==> config.mk <==
export PLATFORM = sky130hd
export DESIGN_NAME = uart_rx_deframer_flat
export DESIGN_NICKNAME = d
export VERILOG_FILES = /design/src/rtl/uart_rx_deframer_if.sv /design/src/rtl/uart_rx_deframer.sv /design/src/flat_wrapper.sv
export SDC_FILE = /design/constraint.sdc
export NUM_CORES = 1
export LEC_CHECK = 0
export BUFFER_PORTS_ARGS = -buffer_cell sky130_fd_sc_hd__buf_2
export CAP_MARGIN = 20
export CORE_AREA = 2 2 90 92
export DETAILED_ROUTE_END_ITERATION = 10
export DIE_AREA = 0 0 92 94
export MAX_ROUTING_LAYER = met4
export PLACE_DENSITY_LB_ADDON = 0.12
export SYNTH_ARGS = -nofsm -noshare
export SYNTH_HDL_FRONTEND = slang
export SYNTH_SLANG_ARGS = --single-unit
==> constraint.sdc <==
create_clock -name clk -period 5 [get_ports clk]
set_input_delay 0.25 -clock clk [delete_from_list [all_inputs] [get_ports clk]]
set_output_delay 0.25 -clock clk [all_outputs]
set_load 0.02 [all_outputs]
==> src/rtl/uart_rx_deframer_if.sv <==
// ----------------------------------------------------------------------------
// uart_rx_deframer_if
// Byte handshake between the UART receive deframer (master) and the
// peripheral register logic that drains it (slave).
//
// Handshake: rx_valid_o is high while a byte is presented on rx_data_o, and
// it stays high with rx_data_o stable until the byte is taken. A byte
// transfers on every rising clk edge where rx_valid_o & rx_ready_i are both
// high. rx_ready_i may be asserted at any time, whether or not rx_valid_o is
// high, and does not depend combinationally on rx_valid_o.
//
// Signals
//   rx_data_o   master->slave  8  byte at FIFO head
//   rx_valid_o  master->slave  1  FIFO non-empty
//   rx_ready_i  slave->master  1  consumer accepts head this cycle
// ----------------------------------------------------------------------------
interface uart_rx_deframer_if;
  logic [7:0] rx_data_o;
  logic       rx_valid_o;
  logic       rx_ready_i;

  modport master (
    output rx_data_o,
    output rx_valid_o,
    input  rx_ready_i
  );

  modport slave (
    input  rx_data_o,
    input  rx_valid_o,
    output rx_ready_i
  );
endinterface

==> src/rtl/uart_rx_deframer.sv <==
// ----------------------------------------------------------------------------
// uart_rx_deframer
// Receive path of the UART: synchronises the serial pad, detects and
// validates start bits, majority-samples 8N1 frames and buffers received
// bytes in a small FIFO drained over a valid/ready handshake.
//
// Ports
//   clk           in   1      system clock, rising edge
//   rst_n         in   1      asynchronous active-low reset
//   srx_pad_i     in   1      serial input, idle high, asynchronous to clk
//   rx_if         master      rx_data_o / rx_valid_o / rx_ready_i handshake
//   fifo_count_o  out  CNT_W  current FIFO occupancy
//   frame_err_o   out  1      1-cycle pulse: stop bit sampled low
//   overrun_o     out  1      sticky: byte dropped on full FIFO
//   ovr_clr_i     in   1      clears overrun_o
//   rx_busy_o     out  1      FSM not in IDLE
//   state_dbg_o   out  2      current FSM state (IDLE=0 START=1 DATA=2 STOP=3)
// ----------------------------------------------------------------------------
module uart_rx_deframer #(
  parameter int CLKS_PER_BIT = 32,
  parameter int FIFO_DEPTH   = 4,
  parameter int CNT_W        = 3
) (
  input  logic                 clk,
  input  logic                 rst_n,
  input  logic                 srx_pad_i,
  uart_rx_deframer_if.master   rx_if,
  output logic [CNT_W-1:0]     fifo_count_o,
  output logic                 frame_err_o,
  output logic                 overrun_o,
  input  logic                 ovr_clr_i,
  output logic                 rx_busy_o,
  output logic [1:0]           state_dbg_o
);

  localparam int BC_W  = $clog2(CLKS_PER_BIT);
  localparam int PTR_W = $clog2(FIFO_DEPTH);
  localparam int H     = CLKS_PER_BIT / 2;

  localparam logic [BC_W-1:0]  BC_V0    = BC_W'(H - 1);
  localparam logic [BC_W-1:0]  BC_V1    = BC_W'(H);
  localparam logic [BC_W-1:0]  BC_DEC   = BC_W'(H + 1);
  localparam logic [BC_W-1:0]  BC_LAST  = BC_W'(CLKS_PER_BIT - 1);
  localparam logic [CNT_W-1:0] FULL_CNT = CNT_W'(FIFO_DEPTH);

  typedef enum logic [1:0] {
    S_IDLE  = 2'd0,
    S_START = 2'd1,
    S_DATA  = 2'd2,
    S_STOP  = 2'd3
  } state_e;

  // Synchroniser and edge detector
  logic sync1_q, rxs_q, rxs_d_q;

  // Frame FSM
  state_e          state_q, state_d;
  logic [BC_W-1:0] bc_q, bc_d;
  logic            v0_q, v0_d, v1_q, v1_d;
  logic [2:0]      bit_idx_q, bit_idx_d;
  logic [7:0]      shift_q, shift_d;
  logic            push_q, push_d;
  logic [7:0]      push_data_q, push_data_d;
  logic            frame_err_q, frame_err_d;

  // FIFO
  logic [7:0]       mem_q [FIFO_DEPTH];
  logic [7:0]       mem_d [FIFO_DEPTH];
  logic [PTR_W-1:0] wr_ptr_q, wr_ptr_d, rd_ptr_q, rd_ptr_d;
  logic [CNT_W-1:0] count_q, count_d;
  logic             overrun_q, overrun_d;

  logic decide, vote, pop, push_ok, fifo_full;

  // Third vote is the live synchronised sample taken in the decision cycle.
  assign decide = (bc_q == BC_DEC);
  assign vote   = (v0_q & v1_q) | (v0_q & rxs_q) | (v1_q & rxs_q);

  always_comb begin
    state_d     = state_q;
    bc_d        = (bc_q == BC_LAST) ? '0 : bc_q + BC_W'(1);
    v0_d        = v0_q;
    v1_d        = v1_q;
    bit_idx_d   = bit_idx_q;
    shift_d     = shift_q;
    push_d      = 1'b0;
    push_data_d = push_data_q;
    frame_err_d = 1'b0;

    if (bc_q == BC_V0) v0_d = rxs_q;
    if (bc_q == BC_V1) v1_d = rxs_q;

    case (state_q)
      S_IDLE: begin
        bc_d = '0;
        if (rxs_d_q && !rxs_q) state_d = S_START;
      end
      S_START: begin
        // A start bit that is high again at its centre was a glitch.
        if (decide && vote) begin
          state_d = S_IDLE;
        end else if (bc_q == BC_LAST) begin
          state_d   = S_DATA;
          bit_idx_d = '0;
        end
      end
      S_DATA: begin
        if (decide) shift_d = {vote, shift_q[7:1]};
        if (bc_q == BC_LAST) begin
          if (bit_idx_q == 3'd7) state_d = S_STOP;
          else                   bit_idx_d = bit_idx_q + 3'd1;
        end
      end
      S_STOP: begin
        // Leave at mid-stop so a start bit immediately after is caught.
        if (decide) begin
          state_d = S_IDLE;
          if (vote) begin
            push_d      = 1'b1;
            push_data_d = shift_q;
          end else begin
            frame_err_d = 1'b1;
          end
        end
      end
      default: state_d = S_IDLE;
    endcase
  end

  // FIFO: push_q is the registered push request from the FSM.
  assign fifo_full = (count_q == FULL_CNT);
  assign pop       = (count_q != '0) && rx_if.rx_ready_i;
  // A pop in the same cycle frees a slot, so push on full still succeeds.
  assign push_ok   = push_q && (!fifo_full || pop);

  always_comb begin
    for (int i = 0; i < FIFO_DEPTH; i++) mem_d[i] = mem_q[i];
    wr_ptr_d  = wr_ptr_q;
    rd_ptr_d  = rd_ptr_q;
    count_d   = count_q;
    overrun_d = overrun_q;

    if (push_ok) begin
      mem_d[wr_ptr_q] = push_data_q;
      wr_ptr_d        = wr_ptr_q + PTR_W'(1);
    end
    if (pop) rd_ptr_d = rd_ptr_q + PTR_W'(1);

    if (push_ok && !pop)      count_d = count_q + CNT_W'(1);
    else if (!push_ok && pop) count_d = count_q - CNT_W'(1);

    // Set has priority over clear.
    if (push_q && !push_ok) overrun_d = 1'b1;
    else if (ovr_clr_i)     overrun_d = 1'b0;
  end

  always_ff @(posedge clk or negedge rst_n) begin
    if (!rst_n) begin
      sync1_q     <= 1'b1;
      rxs_q       <= 1'b1;
      rxs_d_q     <= 1'b1;
      state_q     <= S_IDLE;
      bc_q        <= '0;
      v0_q        <= 1'b1;
      v1_q        <= 1'b1;
      bit_idx_q   <= '0;
      shift_q     <= '0;
      push_q      <= 1'b0;
      push_data_q <= '0;
      frame_err_q <= 1'b0;
      for (int i = 0; i < FIFO_DEPTH; i++) mem_q[i] <= '0;
      wr_ptr_q    <= '0;
      rd_ptr_q    <= '0;
      count_q     <= '0;
      overrun_q   <= 1'b0;
    end else begin
      sync1_q     <= srx_pad_i;
      rxs_q       <= sync1_q;
      rxs_d_q     <= rxs_q;
      state_q     <= state_d;
      bc_q        <= bc_d;
      v0_q        <= v0_d;
      v1_q        <= v1_d;
      bit_idx_q   <= bit_idx_d;
      shift_q     <= shift_d;
      push_q      <= push_d;
      push_data_q <= push_data_d;
      frame_err_q <= frame_err_d;
      for (int i = 0; i < FIFO_DEPTH; i++) mem_q[i] <= mem_d[i];
      wr_ptr_q    <= wr_ptr_d;
      rd_ptr_q    <= rd_ptr_d;
      count_q     <= count_d;
      overrun_q   <= overrun_d;
    end
  end

  assign rx_if.rx_data_o  = mem_q[rd_ptr_q];
  assign rx_if.rx_valid_o = (count_q != '0);
  assign fifo_count_o     = count_q;
  assign frame_err_o      = frame_err_q;
  assign overrun_o        = overrun_q;
  assign rx_busy_o        = (state_q != S_IDLE);
  assign state_dbg_o      = state_q;

endmodule

==> src/flat_wrapper.sv <==
// flat-port wrapper written by rule: the top's interface ports become plain ports
module uart_rx_deframer_flat 
#(
  parameter int CLKS_PER_BIT = 32,
  parameter int FIFO_DEPTH   = 4,
  parameter int CNT_W        = 3
)
  (clk, rst_n, srx_pad_i, fifo_count_o, frame_err_o, overrun_o, ovr_clr_i, rx_busy_o, state_dbg_o, rx_if_rx_data_o, rx_if_rx_valid_o, rx_if_rx_ready_i);
  uart_rx_deframer_if rx_if_i ();
  input  logic clk;
  input  logic rst_n;
  input  logic srx_pad_i;
  output logic [CNT_W-1:0] fifo_count_o;
  output logic frame_err_o;
  output logic overrun_o;
  input  logic ovr_clr_i;
  output logic rx_busy_o;
  output logic [1:0] state_dbg_o;
  output wire logic [$bits(rx_if_i.rx_data_o)-1:0] rx_if_rx_data_o;
  output wire logic [$bits(rx_if_i.rx_valid_o)-1:0] rx_if_rx_valid_o;
  input wire logic [$bits(rx_if_i.rx_ready_i)-1:0] rx_if_rx_ready_i;
  assign rx_if_rx_data_o = rx_if_i.rx_data_o;
  assign rx_if_rx_valid_o = rx_if_i.rx_valid_o;
  assign rx_if_i.rx_ready_i = rx_if_rx_ready_i;
  uart_rx_deframer #(.CLKS_PER_BIT(CLKS_PER_BIT), .FIFO_DEPTH(FIFO_DEPTH), .CNT_W(CNT_W)) u_core (.clk(clk), .rst_n(rst_n), .srx_pad_i(srx_pad_i), .rx_if(rx_if_i), .fifo_count_o(fifo_count_o), .frame_err_o(frame_err_o), .overrun_o(overrun_o), .ovr_clr_i(ovr_clr_i), .rx_busy_o(rx_busy_o), .state_dbg_o(state_dbg_o));
endmodule
==> metrics.csv <==
stage,metric,value,unit
run_status,status,finished clean,
sta,FMAX,0.3776,GHz
sta,Setup Skew,0.01281,ns
logic_synthesis,area fraction of the dominant cell type after synthesis,50.90,%
logic_synthesis,Synth Area in Adders,6.924,%
logic_synthesis,largest family of logic cells by synthesized area,multiplexers,
route,Iter 0 DRT Violations,97,
clock_tree,CTS Buffer Depth,2,
worst_setup_path,Setup Crit Path Kind,flop to flop,
hold_path,hold depth,2,
floorplanning,DIE WIDTH,92,um
worst_setup_path,"slowest stage cell, crit path",nor2b_1,
clock_tree,worst skew pair latency,0.35,ns
layout,final net count,278,
power,Leak,1.953,nW
sta,Max-slew headroom,33.11,%
global_routing,vias in the first global route,1877,
logic_synthesis,synth warn,0,
power,P per Cell Area,414.0,nW/um2
logic_synthesis,multiplexer share of the synthesized area,25.00,%
worst_setup_path,crit path from,u_core.fifo_count_o[2],
logic_synthesis,Netlist cell types,36,
logic_synthesis,sequential area share after synthesis,54.83,%
hold_path,Hold Path Class,input pin to flop,
worst_setup_path,Worst R2R Path Depth,8,
logic_synthesis,post-synthesis simple-gate area fraction,7.410,%
clock_tree,Clock Pin Slew Worst Setup and Hold Paths,0.08,ns
worst_setup_path,Buffers & Inverters on Critical Path,1,
logic_synthesis,synthesized area,3343,um2
worst_setup_path,crit path to,u_core.fifo_count_o[2],
worst_setup_path,WP data arrival,2.92,ns
sta,RSZ-0062 raised after global routing,false,
route,via-per-instance ratio,4.926,
layout,most frequent cells in the layout,"dfrtp_1, mux2_2, buf_2",
layout,share of cells above drive strength 1,43.30,%
logic_synthesis,complex-gate fraction of the synthesized area,1.347,%
floorplanning,initial core utilization,43.95,%
logic_synthesis,ys async rst share,100.0,%
sta,tightest hold margin,0.1082,ns
worst_setup_path,CP Depth,8,
clock_tree,CTS root buffer,clkbuf_8,
floorplanning,Core Area,7607,um2
worst_setup_path,Setup crit start kind,flop,
route,Post-Route WL,5470,um
logic_synthesis,Syn Nets,249,
clock_tree,post-CTS setup buffer count,0,
sta,Tightest Pin Transition,1.001,ns
worst_setup_path,Worst Path Required,5.27,ns
sta,"Slew Viols, Final",0,
worst_setup_path,cells along the critical path,nor4b_2 -> nor2b_1 -> ha_1 -> inv_1 -> fa_1 -> xor2_1 -> nor2_1 -> xor2_1,
floorplanning,Die Ht,94,um
run,max-cap check violation count,0,
clock_tree,CTS buffer count,9,
worst_setup_path,Critical Path Max Stage Delay,0.78,ns
place,global placement routability congestion,0.8081,
worst_setup_path,Worst R2R Start,u_core.fifo_count_o[2],
route,DRC Markers,0,
sta,Post-Route Setup TNS,0,ns
sta,Setup-failing EPs final,0,
worst_setup_path,worst-path fanout max,8,
route,DR pass1 iterations,4,
global_routing,total global-route track usage,15.09,%
sta,Period minus WS final,2.648,ns
floorplanning,IO Count,22,
worst_setup_path,CP most frequent cell,xor2_1,
place,placed insts,346,
logic_synthesis,Post-synth EDFFs,0,
logic_synthesis,"FF+latch count, synth",73,
logic_synthesis,Post-synth top flop,dfrtp_1,
global_routing,initial antenna violation count,0,
layout,ant diodes,0,
sta,final worst path period share,52.96,%
floorplanning,die area,8648,um2
place,port bufs,21,
layout,Layout Cells excl Fill,363,
route,DR vias,1788,
global_routing,largest net degree at the start of global routing,74,
clock_tree,htree depth,3,
layout,"commonest non-fill, non-tap cell in the layout",dfrtp_1,
worst_setup_path,endpoint class of the critical path,flop,
worst_setup_path,"CP delay by family, top",simple AND/OR/NAND/NOR gates,
clock_tree,TritonCTS Sinks,73,
route,WL/cell,15.07,um
layout,area delta synth->final,13.51,%
floorplanning,cell row count,32,
logic_synthesis,Synth area leader,dfrtp_1,
logic_synthesis,Synth Area per Inst,14.73,um2
global_routing,first-pass GRT wire length,9549,um
worst_setup_path,FF-to-FF End,u_core.fifo_count_o[2],
logic_synthesis,Post-Syn Instances,227,
power,Max IR drop VDD,0.0002655,V
global_routing,total congestion overflow,0,
worst_setup_path,R2R Setup Slk,2.35,ns
clock_tree,CTS tree,built,
route,Post-DRT Antenna Nets,0,
logic_synthesis,xor/xnor cell area share of the yosys netlist,2.096,%
logic_synthesis,ranking of synthesized cells by area,"dfrtp_1, mux2_2, ha_1, mux4_2, dfstp_2",
power,Final Power,0.001571,W
sta,Final Hold Viols,0,
place,post-DP HPWL,3554,um
layout,Finished Core Util,49.88,%
## layout make-up
cell class	instances	area (um2)
fillers	664	3812
flip-flops and latches	73	1833
multi-input cells	134	1430
well taps	102	127.6
clock buffers	9	123.9
repair buffers	23	122.6
clock inverters	7	101.3
inverters	15	56.30
## power breakdown
group	internal (W)	total, W	switching [W]
sequential	0.000641	0.000729	0.0000880
combinational	0.000156	0.000325	0.000169
clock	0.000285	0.000517	0.000232
total	0.00108	0.00157	0.000489
## timing repair
item,in CTS,in global routing
resized for setup,0,0
hold buffers,1,0
hold endpoints to repair,1,0
## worst min path at each step
stage	slack (ns)	start	end
final	0.11	ovr_clr_i	u_core.overrun_o
after global placement	0.35	u_core.sync1_q	u_core.rxs_q
after detailed placement	0.35	u_core.sync1_q	u_core.rxs_q
after floorplan	-0.05	rst_n	async pin
after global routing	0.12	ovr_clr_i	u_core.overrun_o
after CTS	0.09	ovr_clr_i	u_core.overrun_o
## synth_stat cells, drive strengths merged, types with 2 or more instances
cell type / n
xor2: 3
xnor2: 5
o21ai: 3
buf: 3
clkbuf: 2
mux2i: 4
nand2b: 2
inv: 15
nor2: 4
mux4: 8
nor2b: 4
nand2: 14
ha: 16
dfrtp: 68
nor3: 4
dfstp: 5
mux2: 52
nand3: 4
## registers in the layout, indices dropped and copies added (netlist names), named ones only
name and cells:
u_core.sync1_q 1, u_core.overrun_o 1, u_core.frame_err_o 1, u_core.bit_idx_q 3, u_core.wr_ptr_q 2, u_core.rxs_q 1
u_core.fifo_count_o 3, u_core.v1_q 1, u_core.rd_ptr_q 2, u_core.v0_q 1, u_core.rxs_d_q 1, u_core.shift_q 8
u_core.mem_q 32, u_core.state_dbg_o 1, u_core.push_data_q 8, u_core.bc_q 5, u_core.push_q 1
## metal layers
| layer | GRT usage [%] | routed length (um) |
|---|---|---|
| met1 | 19.33 | 2646 |
| met2 | 22.49 | 2595 |
| met3 | 3.130 | 102 |
| met4 | 8.582 | 126 |
| met5 | - | 0 |
## logic make-up after synthesis
family          Yosys count
simple gates             37
compound gates            7
fa+ha+maj                18
flops                    73
mux                      64
xor+xnor                  8
buf+inv                  20
## through the flow
stage               setup WS (ns)  cell area (um2)
global route                2.139             3795
global placement            2.446             3560
floorplan                   2.778             3343
finish                      2.352             3795
detailed placement          2.353             3560
CTS                         2.326             3795
Power figures use the tool's default switching activity.
